## src/rtl/mem_port_arbiter.sv

```systemverilog
// Round-robin arbiter granting four requesters one at a time onto a shared
// 256-bit memory port. Each transaction is IDLE -> ISSUE -> WAIT -> DONE.
// The memory signals completion with mem_flag; a WAIT that exceeds TIMEOUT
// cycles ends with an err pulse instead of an ack pulse.
module mem_port_arbiter #(
    parameter int TIMEOUT = 15,
    parameter int NREQ    = 4
) (
    input  logic                  clk,
    input  logic                  RESET,
    input  logic [NREQ-1:0]       req,
    input  logic [NREQ-1:0]       rw,
    input  logic [8*NREQ-1:0]     addr,
    input  logic [256*NREQ-1:0]   wdata,
    output logic [NREQ-1:0]       gnt,
    output logic [NREQ-1:0]       ack,
    output logic [NREQ-1:0]       err,
    output logic [255:0]          rdata,
    output logic                  mem_en,
    output logic                  mem_rw,
    output logic [7:0]            mem_addr,
    output logic [255:0]          mem_wdata,
    input  logic [255:0]          mem_rdata,
    input  logic                  mem_flag
);

    typedef enum logic [1:0] {
        ST_IDLE  = 2'd0,
        ST_ISSUE = 2'd1,
        ST_WAIT  = 2'd2,
        ST_DONE  = 2'd3
    } state_t;

    localparam logic [7:0] TIMEOUT_C = 8'(TIMEOUT);

    state_t         r_state;
    logic [1:0]     r_ptr;
    logic [1:0]     r_win;
    logic [7:0]     r_cnt;
    logic [3:0]     r_gnt;
    logic [3:0]     r_ack;
    logic [3:0]     r_err;
    logic [255:0]   r_rdata;
    logic           r_mem_en;
    logic           r_mem_rw;
    logic [7:0]     r_mem_addr;
    logic [255:0]   r_mem_wdata;

    logic           w_found;
    logic [1:0]     w_sel;
    logic [1:0]     w_idx;
    logic [7:0]     w_cnt_nxt;
    logic [7:0]     w_addr_arr  [NREQ];
    logic [255:0]   w_wdata_arr [NREQ];

    // Unpack the per-requester address and write-data buses into arrays.
    always_comb begin
        for (int k = 0; k < NREQ; k++) begin
            w_addr_arr[k]  = addr[8*k +: 8];
            w_wdata_arr[k] = wdata[256*k +: 256];
        end
    end

    // Pick the first requesting index at or above the rotating pointer.
    always_comb begin
        w_found = 1'b0;
        w_sel   = r_ptr;
        w_idx   = 2'd0;
        for (int i = 0; i < NREQ; i++) begin
            w_idx = r_ptr + 2'(i);
            if (!w_found && req[w_idx]) begin
                w_found = 1'b1;
                w_sel   = w_idx;
            end else begin
                w_found = w_found;
                w_sel   = w_sel;
            end
        end
    end

    assign w_cnt_nxt = r_cnt + 8'd1;

    // Transaction FSM; every output is a register updated here.
    always_ff @(posedge clk or negedge RESET) begin
        if (!RESET) begin
            r_state     <= ST_IDLE;
            r_ptr       <= 2'd0;
            r_win       <= 2'd0;
            r_cnt       <= 8'd0;
            r_gnt       <= 4'd0;
            r_ack       <= 4'd0;
            r_err       <= 4'd0;
            r_rdata     <= 256'd0;
            r_mem_en    <= 1'b0;
            r_mem_rw    <= 1'b0;
            r_mem_addr  <= 8'd0;
            r_mem_wdata <= 256'd0;
        end else begin
            case (r_state)
                ST_IDLE: begin
                    r_ack <= 4'd0;
                    r_err <= 4'd0;
                    if (w_found) begin
                        // Latch everything now so later input changes cannot disturb the access.
                        r_win       <= w_sel;
                        r_gnt       <= 4'b0001 << w_sel;
                        r_mem_en    <= 1'b1;
                        r_mem_rw    <= rw[w_sel];
                        r_mem_addr  <= w_addr_arr[w_sel];
                        r_mem_wdata <= w_wdata_arr[w_sel];
                        r_state     <= ST_ISSUE;
                    end else begin
                        r_gnt    <= 4'd0;
                        r_mem_en <= 1'b0;
                        r_state  <= ST_IDLE;
                    end
                end
                ST_ISSUE: begin
                    r_mem_en <= 1'b0;
                    r_state  <= ST_WAIT;
                end
                ST_WAIT: begin
                    if (mem_flag) begin
                        // Completion takes priority over a coincident timeout.
                        if (!r_mem_rw) begin
                            r_rdata <= mem_rdata;
                        end else begin
                            r_rdata <= r_rdata;
                        end
                        r_ack   <= r_gnt;
                        r_state <= ST_DONE;
                    end else if (w_cnt_nxt == TIMEOUT_C) begin
                        // r_err doubles as the timeout flag for the DONE cycle.
                        r_cnt   <= w_cnt_nxt;
                        r_err   <= r_gnt;
                        r_state <= ST_DONE;
                    end else begin
                        r_cnt   <= w_cnt_nxt;
                        r_state <= ST_WAIT;
                    end
                end
                ST_DONE: begin
                    r_ack   <= 4'd0;
                    r_err   <= 4'd0;
                    r_gnt   <= 4'd0;
                    r_ptr   <= r_win + 2'd1;
                    r_cnt   <= 8'd0;
                    r_state <= ST_IDLE;
                end
                default: begin
                    r_state  <= ST_IDLE;
                    r_gnt    <= 4'd0;
                    r_ack    <= 4'd0;
                    r_err    <= 4'd0;
                    r_mem_en <= 1'b0;
                    r_cnt    <= 8'd0;
                end
            endcase
        end
    end

    assign gnt       = r_gnt;
    assign ack       = r_ack;
    assign err       = r_err;
    assign rdata     = r_rdata;
    assign mem_en    = r_mem_en;
    assign mem_rw    = r_mem_rw;
    assign mem_addr  = r_mem_addr;
    assign mem_wdata = r_mem_wdata;

endmodule

```

## config.mk

```make
export PLATFORM = sky130hd
export DESIGN_NAME = mem_port_arbiter
export DESIGN_NICKNAME = d
export VERILOG_FILES = /design/src/rtl/mem_port_arbiter.sv
export SDC_FILE = /design/constraint.sdc
export NUM_CORES = 1
export LEC_CHECK = 0
export CAP_MARGIN = 15
export CORE_AREA = 2 2 728 730
export DETAILED_ROUTE_END_ITERATION = 10
export DIE_AREA = 0 0 730 732
export GPL_TIMING_DRIVEN = 0
export HOLD_SLACK_MARGIN = 0.12
export PLACE_DENSITY = 0.31
export SLEW_MARGIN = 0
export SYNTH_ARGS = -nofsm -noshare
export SYNTH_HDL_FRONTEND = slang
export SYNTH_SLANG_ARGS = --single-unit
```

## constraint.sdc

```tcl
create_clock -name clk -period 2.39 [get_ports clk]
set_clock_uncertainty 0.15 [all_clocks]
set_input_delay 0.478 -clock clk [delete_from_list [all_inputs] [get_ports clk]]
set_output_delay 0.478 -clock clk [all_outputs]
set_load 0.005 [all_outputs]
```

==> results of run 1 <==
[cell type report]
cell class                      count  area [um^2]  area share, %
Tap cell                         6994         8750           12.4
Clock inverter                     37          548          0.774
Timing Repair Buffer             2364        25800           36.4
Sequential cell                   548        13700           19.4
Inverter                           11         43.8         0.0619
Buffer                            347         3290           4.65
Clock buffer                      126         2670           3.78
Multi-Input combinational cell   1717        15500           22.0
Antenna cell                      162          405          0.573
[logic make-up after synthesis]
| kind of cell | count (synthesis) | share of synthesized area [%] |
|---|---|---|
| adder cells (fa/ha/maj) | 6 | 0.256 |
| AND/OR/NAND/NOR | 327 | 6.74 |
| flip-flops | 548 | 46.8 |
| XOR/XNOR | 3 | 0.0897 |
| multiplexers | 259 | 9.94 |
| AO/OA/AOI/OAI | 1122 | 29.9 |
| buffers and inverters | 371 | 6.33 |
[where the power goes]
| group | total [uW] | internal, uW | leakage, uW | switching, uW |
|---|---|---|---|---|
| sequential | 17300 | 14100 | 0.00636 | 3200 |
| clock | 15100 | 9090 | 0.00157 | 5970 |
| combinational | 50600 | 22500 | 0.0208 | 28100 |
[cell usage in the layout (no fill, tap or decap), types with 71 or more instances in the layout]
cell type,instances
a21oi_2,71
dlygate4sd3_1,299
buf_2,111
dfrtp_1,526
a21oi_1,172
nand4_1,267
o31ai_1,181
clkdlybuf4s50_1,1381
diode_2,162
dlymetal6s2s_1,431
buf_4,103
o22a_1,266
clkbuf_16,125
buf_12,80
mux2_2,184
a221o_1,237
buf_6,80
mux2_1,72
[stage by stage]
stage          instances  cell area [um^2]  setup TNS (ps)
2_1_floorplan       2636             29300               0
3_3_place_gp       11500             56600               -
3_5_place_dp       11500             57000         -867570
4_1_cts            12100             66100         -154550
5_1_grt            12200             70500          -62830
6_report           12300             70800          -46170
[routing by layer]
metal	vias to the layer above	track usage, %	share of wire, %
met4	192	5.64	4.9
li1	15900	-	-
met5	-	0	0.29
met3	826	6.10	11
met2	2478	27.5	47
met1	19400	18.0	37
[critical path, stage by stage (launching register included)]
cell and delay [ps]:
dfrtp_1 340, buf_6 110, buf_12 110, nand2b_4 130, a21bo_4 170, buf_12 120
buf_12 150, clkbuf_16 160, nand4_1 760, a21oi_4 470, o22a_1 160
[state kept, by name (all words and copies together), names as in the netlist]
register / cells
mem_wdata: 256
r_ptr: 2
r_state: 2
ack: 4
rdata: 256
err: 4
r_cnt: 8
mem_rw: 1
mem_en: 1
mem_addr: 8
r_win: 2
gnt: 4
[worst min-delay path by stage]
stage | start | to | depth (start not counted)
6_report | RESET | r_cnt[1] | 3
5_1_grt | RESET | r_cnt[1] | 3
3_3_place_gp | rdata[235] | rdata[235] | 1
3_5_place_dp | RESET | mem_wdata[26] | 1
4_1_cts | wdata[829] | mem_wdata[61] | 4
2_1_floorplan | RESET | ack[0] | 0
[timing repair]
action,in CTS,in global routing
gates resized for setup,637,1057
endpoints found under the setup margin,1040,1022
endpoints found under the hold margin,454,0
buffers inserted,91,76
cloned,7,26
pin swaps,105,395
hold buffers,300,0
==> flow_summary_export.csv, run 1 <==
group,metric,value,unit
sta,setup-violations-final,243,
yosys,synth_warnings,0,
global_routing,grt_start_max_net_pins,98,
pwr,peakVddDrop,560,uV
global_routing,antenna_found_initial,381,
clock_network,clkLatencyLatePin,780,ps
worst_setup_path,cp_max_fo,5,
sta,hold_violations,0,
yosys,async_flop_share,100,%
place,dp_hpwl,392000,um
die,fp.coreArea,527000,um^2
yosys,synth_nets,3965,
route,routed_wl,453000,um
route,via_per_inst,3.16,
die,pin_count,1857,
yosys,yosysMostFrequentCell,"dfrtp_1",
worst_setup_path,worst_ep_arrival_time,3500,ps
clock_network,cts_buffers,93,
status,status,"finished with violations",
status,violations,"negative setup slack",
clock_network,cts_tree,"done",
worst_setup_path,cp.required,2990,ps
worst_setup_path,ff2ff_setup_slack,-510,ps
global_routing,grt_pass1_vias,38800,
place,portBuffers,1855,
worst_setup_path,reg2reg_to,"mem_wdata[172]",
sta,worst_pin_slew,998,ps
sta,rsz0062_at_grt,"yes",
pwr,p_total,83000,uW
worst_setup_path,criticalPathCategory,"reg2reg",
sta,fmax,345,MHz
route,ant_nets,0,
die,die_x,730,um
yosys,syn_area_per_cell,11.1,um^2
die,initial_core_util,5.56,%
clock_network,htree_levels,3,
job,max-cap-violations,0,
global_routing,track_usage,16.0,%
clock_network,clock_sinks,548,
yosys,netlist_top_cells_count,"dfrtp_1, a21oi_1, o22a_1",
finish,fin_util,13.4,%
place,preCtsSetupSlack,-3000,ps
sta,setup_ws,-508,ps
yosys,syn_area,29300,um^2
yosys,synth-edff-count,0,
sta,holdWs,163,ps
route,wl_per_cell,36.8,um
pwr,powerDensity,1170,nW/um^2
die,die_area,534000,um^2
die,num_rows,267,
worst_setup_path,critPathLaunch,"r_ptr[0]",
worst_setup_path,reg2reg_depth,10,
sta,max_slew_margin,33.3,%
clock_network,root_buffer,"clkbuf_16",
sta,post-route-period-util,121,%
worst_setup_path,start_kind,"flop",
yosys,synth_largest_area_cell,"dfrtp_1",
yosys,synthDistinctLibCells,53,
route,drtPass1Iterations,5,
sta,slew_violations,0,
place,gp_congestion,0.939,
finish,fill_cells,59600,
sta,period_needed,2900,ps
clock_network,clockBufferDepth,4,
yosys,ys.flop_type,"dfrtp_1",
worst_setup_path,r2r_start,"r_ptr[0]",
finish,nNetsFinal,6411,
worst_setup_path,cp-endpoint,"mem_wdata[172]",
global_routing,grt_pass1_wl,533000,um
finish,syn2layout_area_growth,141,%
die,die_height,732,um
global_routing,grt_overflow_total,0,
yosys,synth.top_cell.area_share,46.8,%
route,drcViolationCount,0,
yosys,yosysSeqAreaShare,46.8,%
route,vias,38900,
clock_network,clk_pin_slew,60,ps
hold_path,hp-class,"in2async",
yosys,syn_inst,2636,
pwr,p_leak,0.0287,uW
route,drt_iter0_markers,3223,
worst_setup_path,worstSetupEndpointType,"flop",
yosys,synth.area.top_cells,"dfrtp_1, a221o_1, o22a_1, mux2_2, o31ai_1",
yosys,ys_seq_elements,548,
finish,drive_gt1_share,22.7,%
(Power assumes the default switching activity.)
==> run 2: changes to the inputs <==
--- a/config.mk
+++ b/config.mk
@@ -5,13 +5,14 @@
 export SDC_FILE = /design/constraint.sdc
 export NUM_CORES = 1
 export LEC_CHECK = 0
-export CAP_MARGIN = 15
+export CAP_MARGIN = 20
 export CORE_AREA = 2 2 728 730
 export DETAILED_ROUTE_END_ITERATION = 10
 export DIE_AREA = 0 0 730 732
 export GPL_TIMING_DRIVEN = 0
 export HOLD_SLACK_MARGIN = 0.12
 export PLACE_DENSITY = 0.31
+export SKIP_CTS_REPAIR_TIMING = 1
 export SLEW_MARGIN = 0
 export SYNTH_ARGS = -nofsm -noshare
 export SYNTH_HDL_FRONTEND = slang
==> run 2 against run 1 <==
  * Clock-buffer cell count is 5 lower
  * Core utilization decreased by 1.1 points
  * Sequential share of layout area grew 1.7 points
  * Critical path depth fell by 1
  * Critical path type is now in2reg
  * Global-route usage shrank 0.23 points
  * The run still ends with negative setup slack left
  * First-iteration DRC count is 13% higher
  * Maximum frequency down 9.8%
  * Worst setup slack worse by 310 ps
  * Sequential power about the same
  * Hold slack lost 11 ps
  * Largest power group unchanged
==> flow_summary_export.csv, run 2 (synthesized netlist as in run 1, its figures left out) <==
group,metric,value,unit
global_routing,track_usage,15.8,%
place,preCtsSetupSlack,-2820,ps
die,die_area,534000,um^2
clock_network,clkLatencyLatePin,820,ps
die,die_x,730,um
worst_setup_path,cp_cell_sequence,"clkdlybuf4s50_1 > buf_2 > nand2b_2 > a21bo_4 > buf_12 > buf_2 > nand4_1 > a21oi_2 > o22a_1",
place,gp_congestion,0.939,
hold_path,hp-class,"in2reg",
sta,post-route-period-util,134,%
global_routing,grt_overflow_total,0,
finish,nNetsFinal,6208,
die,num_rows,267,
die,die_height,732,um
sta,fmax,311,MHz
status,status,"finished with violations",
finish,fill_cells,60000,
worst_setup_path,crit_family,"buffers and inverters",
sta,hold_violations,0,
sta,setup_ws,-821,ps
sta,final.setup.tns,-117160,ps
place,dp_hpwl,392000,um
clock_network,clockBufferDepth,4,
clock_network,cts_tree,"done",
global_routing,grt_pass1_vias,36400,
worst_setup_path,cp.required,3030,ps
pwr,peakVddDrop,501,uV
clock_network,clk_pin_slew,60,ps
die,fp.coreArea,527000,um^2
route,wl_per_cell,36.9,um
job,max-cap-violations,0,
sta,rsz0062_at_grt,"yes",
finish,fin_util,12.3,%
sta,period_needed,3210,ps
worst_setup_path,crit_slowest_cell,"nand4_1",
sta,worst_pin_slew,1010,ps
sta,slew_violations,0,
finish,final_cell_mix,"clkdlybuf4s50_1, dfrtp_1, nand4_1, o22a_1, a221o_1",
clock_network,clock_sinks,548,
die,pin_count,1857,
worst_setup_path,criticalPathCategory,"in2reg",
route,via_per_inst,3.15,
clock_network,cts_buffers,91,
global_routing,antenna_found_initial,412,
route,drtPass1Iterations,6,
worst_setup_path,slowest_delay,830,ps
sta,max_slew_margin,32.2,%
finish,syn2layout_area_growth,122,%
worst_setup_path,worst_ep_arrival_time,3860,ps
route,drcViolationCount,0,
die,initial_core_util,5.56,%
route,drt_iter0_markers,3631,
route,ant_nets,0,
worst_setup_path,crit_top_cell,"buf_2",
finish,drive_gt1_share,17.4,%
pwr,powerDensity,1220,nW/um^2
route,routed_wl,446000,um
worst_setup_path,cp_max_fo,10,
clock_network,root_buffer,"clkbuf_16",
sta,setup-violations-final,598,
pwr,p_total,79200,uW
worst_setup_path,start_kind,"input port",
clock_network,htree_levels,3,
status,violations,"negative setup slack",
route,vias,38100,
finish,layout_commonest_cell,"clkdlybuf4s50_1",
global_routing,grt_start_max_net_pins,98,
worst_setup_path,crit_buf_inv,4,
pwr,p_leak,0.0231,uW
global_routing,grt_pass1_wl,522000,um
place,portBuffers,1855,
worst_setup_path,worstSetupEndpointType,"flop",
## run 2: cell count changes in the layout (fill, tap and decap cells not counted), sizes merged
| cell | previous run | this run |
|---|---|---|
| clkdlybuf4s15 | 9 | 0 |
| dlygate4sd3 | 299 | 210 |
| buf | 457 | 338 |
| inv | 15 | 16 |
| bufinv | 12 | 10 |
| clkdlybuf4s50 | 1381 | 1806 |
| clkinvlp | 7 | 6 |
| clkdlybuf4s18 | 4 | 0 |
| dlymetal6s2s | 431 | 13 |
| clkinv | 14 | 18 |
| clkbuf | 256 | 264 |
| diode | 162 | 133 |
## run 2: final timing paths
check | startpoint | to | slack [ps] | depth (start not counted)
max reg2reg | r_ptr[1] | mem_wdata[172] | -800 | 7
max in group asynchronous | RESET | rdata[123] | -370 | 11
min | mem_rdata[249] | rdata[249] | 150 | 2
max | req[3] | mem_wdata[172] | -820 | 9
min reg2reg | rdata[145] | rdata[145] | 340 | 1
min in group asynchronous | RESET | mem_en | 800 | 8
## run 2: final cells by class
class                      instances  area, um^2  share of cell area [%]
timing repair buffer            2153       21900                    33.7
clock inverter                    39         528                   0.813
clock buffer                     121        2570                    3.96
multi-input combinational       1717       14500                    22.3
antenna                          133         333                   0.512
sequential                       548       13700                    21.1
buffer                           357        2660                    4.10
inverter                          11        41.3                  0.0636
tap                             6994        8750                    13.5
## run 2: worst register-to-register path, cell delays in order, from the launching register on
cell and delay, ps:
dfrtp_2 470, buf_4 200, a21bo_4 230, buf_12 170, buf_2 340, nand4_1 830, a21oi_2 600, o22a_1 180
## run 2: metrics by stage
| stage | instance area, um^2 | instances | hold slack, ps |
|---|---|---|---|
| finish | 64900 | 12100 | 152 |
| detailed placement | 57100 | 11500 | 213 |
| global route | 64700 | 12000 | 122 |
| CTS | 60200 | 11700 | -747 |
| floorplan | 29300 | 2636 | 32.4 |
| global placement | 56600 | 11500 | 323 |
## run 2: report_power, final
group | switching [uW] | total, uW | internal, uW
registers | 3390 | 17500 | 14100
clock network | 6020 | 14700 | 8640
logic | 26600 | 47000 | 20400
## run 2: routing by layer
metal	global-route usage (%)	part of all wire (%)
met1	17.0	36
met2	27.3	48
met3	7.47	12
met4	4.91	4.4
met5	0	0.33
